<file path="src/rtl/multicycle_control.sv">
// multicycle_control: FETCH/DECODE/EXEC/MEM/WB sequencer with retire counter and trap.
// Optional memory-wait watchdog: define MULTICYCLE_CTRL_MEM_TIMEOUT_EN.  Rev 1.0
`default_nettype none

module multicycle_control #(
  parameter int ALU_OP_W       = 2,
  parameter int RETIRE_W       = 32,
  parameter int TIMEOUT_W      = 4,
  parameter int TIMEOUT_CYCLES = 15
) (
  input  logic                clk,
  input  logic                rst,
  input  logic [6:0]          opcode,
  input  logic                mem_ready,
  input  logic                alu_zero,
  output logic                MemRead,
  output logic                MemWrite,
  output logic                i_or_d,
  output logic                ir_write,
  output logic                pc_write,
  output logic [1:0]          pc_src,
  output logic                branch,
  output logic                RegWrite,
  output logic [1:0]          MemtoReg,
  output logic                alu_src,
  output logic [ALU_OP_W-1:0] alu_op,
  output logic                trap,
  output logic [RETIRE_W-1:0] retired
);

  localparam logic [6:0] OP_R    = 7'b0110011;
  localparam logic [6:0] OP_IALU = 7'b0010011;
  localparam logic [6:0] OP_LD   = 7'b0000011;
  localparam logic [6:0] OP_ST   = 7'b0100011;
  localparam logic [6:0] OP_BR   = 7'b1100011;
  localparam logic [6:0] OP_JAL  = 7'b1101111;
  localparam logic [6:0] OP_JALR = 7'b1100111;

  typedef enum logic [2:0] {
    S_FETCH  = 3'd0,
    S_DECODE = 3'd1,
    S_EXEC   = 3'd2,
    S_MEM    = 3'd3,
    S_WB     = 3'd4,
    S_TRAP   = 3'd5
  } state_t;

  state_t              state;
  state_t              state_next;
  logic [6:0]          opcode_q;
  logic [RETIRE_W-1:0] retired_q;
  logic [1:0]          alu_op_lo;
  logic                wd_expired;
  logic                is_legal;

  if (ALU_OP_W < 2 || TIMEOUT_CYCLES >= 2**TIMEOUT_W) begin : g_param_check
    $error("multicycle_control: illegal ALU_OP_W / TIMEOUT_CYCLES setting");
  end

  always_comb begin
    is_legal = 1'b0;
    case (opcode)
      OP_R, OP_IALU, OP_LD, OP_ST, OP_BR, OP_JAL, OP_JALR: is_legal = 1'b1;
      default:                                             is_legal = 1'b0;
    endcase
  end

`ifdef MULTICYCLE_CTRL_MEM_TIMEOUT_EN
  logic [TIMEOUT_W-1:0] watchdog;

  assign wd_expired = (watchdog == TIMEOUT_W'(TIMEOUT_CYCLES));

  // Restart the count on every fresh entry into a memory-wait state.
  always_ff @(posedge clk) begin
    if (rst) begin
      watchdog <= '0;
    end else if ((state_next == S_FETCH || state_next == S_MEM) && state_next != state) begin
      watchdog <= '0;
    end else if ((state == S_FETCH || state == S_MEM) && !mem_ready) begin
      watchdog <= watchdog + 1'b1;
    end
  end
`else
  assign wd_expired = 1'b0;
`endif

  always_ff @(posedge clk) begin
    if (rst) begin
      state     <= S_FETCH;
      opcode_q  <= '0;
      retired_q <= '0;
    end else begin
      state <= state_next;
      if (state == S_DECODE) begin
        opcode_q <= opcode;
      end
      if (state_next == S_FETCH && state != S_FETCH) begin
        retired_q <= retired_q + 1'b1;
      end
    end
  end

  assign retired = rst ? '0 : retired_q;

  always_comb begin
    state_next = state;
    MemRead    = 1'b0;
    MemWrite   = 1'b0;
    i_or_d     = 1'b0;
    ir_write   = 1'b0;
    pc_write   = 1'b0;
    pc_src     = 2'b00;
    branch     = 1'b0;
    RegWrite   = 1'b0;
    MemtoReg   = 2'b00;
    alu_src    = 1'b0;
    alu_op_lo  = 2'b00;
    trap       = 1'b0;
    alu_op     = '0;

    case (state)
      S_FETCH: begin
        MemRead = 1'b1;
        if (mem_ready) begin
          ir_write   = 1'b1;
          pc_write   = 1'b1;
          state_next = S_DECODE;
        end else if (wd_expired) begin
          state_next = S_TRAP;
        end
      end
      S_DECODE: begin
        state_next = is_legal ? S_EXEC : S_TRAP;
      end
      S_EXEC: begin
        case (opcode_q)
          OP_R: begin
            alu_op_lo  = 2'b10;
            state_next = S_WB;
          end
          OP_IALU: begin
            alu_src    = 1'b1;
            alu_op_lo  = 2'b11;
            state_next = S_WB;
          end
          OP_LD, OP_ST: begin
            alu_src    = 1'b1;
            state_next = S_MEM;
          end
          OP_BR: begin
            branch     = 1'b1;
            alu_op_lo  = 2'b01;
            pc_write   = alu_zero;
            pc_src     = 2'b01;
            state_next = S_FETCH;
          end
          OP_JAL: begin
            pc_write   = 1'b1;
            pc_src     = 2'b01;
            state_next = S_WB;
          end
          OP_JALR: begin
            alu_src    = 1'b1;
            pc_write   = 1'b1;
            pc_src     = 2'b10;
            state_next = S_WB;
          end
          default: state_next = S_TRAP;
        endcase
      end
      S_MEM: begin
        i_or_d   = 1'b1;
        MemRead  = (opcode_q == OP_LD);
        MemWrite = (opcode_q == OP_ST);
        if (mem_ready) begin
          state_next = (opcode_q == OP_LD) ? S_WB : S_FETCH;
        end else if (wd_expired) begin
          state_next = S_TRAP;
        end
      end
      S_WB: begin
        RegWrite = 1'b1;
        if (opcode_q == OP_LD) begin
          MemtoReg = 2'b01;
        end else if (opcode_q == OP_JAL || opcode_q == OP_JALR) begin
          MemtoReg = 2'b10;
        end
        state_next = S_FETCH;
      end
      S_TRAP: begin
        trap = 1'b1;
      end
      default: state_next = S_FETCH;
    endcase

    // Reset dominates every strobe, including a request already in flight.
    if (rst) begin
      MemRead   = 1'b0;
      MemWrite  = 1'b0;
      i_or_d    = 1'b0;
      ir_write  = 1'b0;
      pc_write  = 1'b0;
      pc_src    = 2'b00;
      branch    = 1'b0;
      RegWrite  = 1'b0;
      MemtoReg  = 2'b00;
      alu_src   = 1'b0;
      alu_op_lo = 2'b00;
      trap      = 1'b0;
    end
    alu_op[1:0] = alu_op_lo;
  end

endmodule

`default_nettype wire

</file>
<file path="config.mk">
export PLATFORM = sky130hd
export DESIGN_NAME = multicycle_control
export DESIGN_NICKNAME = d
export VERILOG_FILES = /design/src/rtl/multicycle_control.sv
export SDC_FILE = /design/constraint.sdc
export NUM_CORES = 1
export LEC_CHECK = 0
export ABC_AREA = 1
export BUFFER_PORTS_ARGS = -buffer_cell sky130_fd_sc_hd__buf_2
export CORE_UTILIZATION = 50
export CTS_BUF_LIST = sky130_fd_sc_hd__clkbuf_8 sky130_fd_sc_hd__clkbuf_16
export CTS_CLUSTER_DIAMETER = 150
export DETAILED_ROUTE_END_ITERATION = 10
export PLACE_DENSITY = 0.76
export SKIP_CTS_REPAIR_TIMING = 1
export SYNTH_ARGS = -nofsm -noshare
export SYNTH_HDL_FRONTEND = slang
export SYNTH_SLANG_ARGS = --single-unit
</file>
<file path="constraint.sdc">
create_clock -name clk -period 1.7 [get_ports clk]
set_clock_uncertainty 0.05 [all_clocks]
set_input_delay 0.085 -clock clk [delete_from_list [all_inputs] [get_ports clk]]
set_output_delay 0.085 -clock clk [all_outputs]
set_load 0.02 [all_outputs]
</file>
==> results.yml <==
outcome:
  status: "finished with violations"
  violations: "negative setup slack"
logic_synthesis:
  syn_area_mm2: 0.00312
  ys.flop_type: "dfxtp_1"
  async_reset_ff_share_pct: 0
  yosys.area.top_type: "dfxtp_1"
  avgSynthCellArea_um2: 5.90
  yosys-top-cells-area: "dfxtp_1 (27%), nand2_1 (19%), nor2_1 (12%)"
  synth_edf_count: 0
  syn_nets: 541
  postSynthCellCount: 529
  synth_top_area_share_pct: 26.9
  ys_seq_area_share_pct: 26.9
  synth_cell_type_count: 28
  yosysWarnings: 0
  ys_seq_elements: 42
die:
  initial_core_util_pct: 52.4
  core_region_area_mm2: 0.00596
  dieWidth_um: 81.0
  dieArea_mm2: 0.00656
  ios: 58
  die_h_um: 81.0
  rows: 28
cells_and_area:
  final_area_mm2: 0.00417
  fillers: 526
  instances_no_fill: 701
  final_layout_size_suffix_gt1_share_pct: 29.2
  regArea_um2: 851
  final_common_cell: "nand2_1"
  syn_to_final_growth_pct: 33.5
  antenna_cells: 0
  post-route-util_pct: 70.0
  layout_common_cells: "nand2_1 (146), nor2_1 (97), buf_2 (53), inv_1 (47), buf_4 (41)"
  multi_input_area_mm2: 0.00203
  fin_nets: 637
placement:
  port_buffers: 57
  hpwl_um: 6610
  placedInstanceArea_mm2: 0.00370
  dp_cells: 676
  place.gp.congestion: 0.970
critical_path:
  cp_top_family: "simple AND/OR/NAND/NOR gates"
  slowest_stage: "dfxtp_1"
  critical-path-max-stage-delay_ns: 0.31
  regToRegSetupSlack_ns: -0.08
  end_kind: "output pin"
  crit_type: "reg -> out"
  worstPathMaxFanout: 5
  path_cells: "inv_2 > nand2_2 > nor2_4 > nand2_2 > buf_4 > nand2_1 > a31oi_1 > o22ai_1 > buf_4"
  required_ns: 1.56
  critPathLaunchType: "flip-flop"
  crit_arrival_ns: 1.66
  path_buf_inv: 3
timing:
  worst_slack_ns: -0.0930
  fin_setup_tns_ns: -0.929
  fin_crit_ns: 1.79
  finalSetupViolCount: 31
  finalHoldViolCount: 0
  max_freq_ghz: 0.558
  worst_pin_slew_ns: 0.348
  slew_violations: 0
  maxSlewHeadroom_pct: 76.8
  timing.final.crit_share_pct: 105
  rsz0062_at_grt: "true"
flow_run:
  drv_cap: 0
global_route:
  grt_max_degree: 37
  gr-total-overflow: 0
  track_usage_pct: 27.8
  antenna_found_initial: 0
  grt_pass1_wl_um: 14200
  grt_pass1_vias: 3122
pwr:
  p_leak_nw: 1.81
  cellPowerDensity_mw_per_mm2: 580
  ir_drop_v: 0.000415
  finalPower_mw: 2.42
cts:
  cts_buffers: 5
  cts_tree: "built"
  clock_path_buffers: 2
  htreeDepth: 2
  clkTransAtPathRegs_ns: 0.08
  clock_latency_ns: 0.30
  cts_root_buf: "clkbuf_8"
  clkSinkCount: 42
hold_path:
  hold_class: "in -> reg"
detailed_routing:
  routedWlPerCell_um: 14.2
  viasPerCell: 5.28
  first_pass_iters: 5
  route.detailed.drc: 0
  postRouteAntennaNets: 0
  wirelength_um: 9950
  drt_iter0_drc: 257
  route.vias.total: 3700
-- state kept, by name, indices dropped and copies added, names as in the netlist --
signal and flops:
retired_q 32, opcode_q 7, state 3
-- path summary, 6_finish.rpt --
path              depth (start not counted)         from            end
setup / recovery                          9  opcode_q[4]       pc_write
hold reg to reg                           2  opcode_q[2]    opcode_q[2]
setup reg to reg                         12  opcode_q[6]  retired_q[18]
hold / removal                            3    opcode[1]    opcode_q[1]
-- where the power goes --
part | leakage, nW | total [mW] | switching (mW) | internal (mW)
Sequential | 0.343 | 1.03 | 0.0194 | 1.01
Combinational | 1.42 | 0.686 | 0.391 | 0.295
Clock | 0.0472 | 0.697 | 0.370 | 0.327
-- area by class of cell --
cell class              count  area share (%)
clock buffers               6            1.98
clock inverters             2           0.300
inverters                  56            5.05
multi-input cells         410            48.8
flip-flops and latches     42            20.4
well taps                  75            2.25
repair buffers            110            21.2
-- metrics by stage --
step | worst slack, ns | hold slack, ns
2_1_floorplan | 0.0767 | 0.200
3_3_place_gp | 0.0612 | 0.334
3_5_place_dp | 0.0130 | 0.339
4_1_cts | -0.0364 | 0.0156
5_1_grt | -0.144 | 0.0222
6_report | -0.0930 | 0.0172
-- cells by family (layout without fill, tap and decap cells) --
family | count (synthesis) | in the layout | synth area share, %
and+or+nand+nor | 346 | 346 | 49.6
buffers and inverters | 77 | 174 | 11.1
AOI/OAI and AO/OA | 48 | 48 | 7.78
DFF | 42 | 42 | 26.9
xor gates and xnor gates | 15 | 15 | 4.21
adders and majority gates | 1 | 1 | 0.401
-- synth_stat cells, types with 3 or more instances --
master and n:
buf_6 3, xor2_1 15, clkbuf_1 9, inv_1 47
nand4_1 30, o21ai_0 7, nand2_2 12, nor2_1 101
inv_2 8, buf_4 7, dfxtp_1 42, nand2_1 158
nor2_2 5, a21oi_1 39, nand3_1 24, nor2_4 7
-- tightest hold or removal path, cell delays in order --
cell and delay, ns:
buf_2 0.11, nand3_1 0.07, a21oi_1 0.06
-- per-layer routing --
metal | wire (um) | global-route usage (%) | share of wire (%) | up-vias
li1 | - | - | - | 1865
met1 | 4250 | 35.7 | 43 | 1666
met2 | 4730 | 48.0 | 47 | 148
met3 | 751 | 3.93 | 7.5 | 21
met4 | 225 | 8.39 | 2.3 | 0
met5 | 0 | 0 | 0 | -
Power figures use the tool's default switching activity.
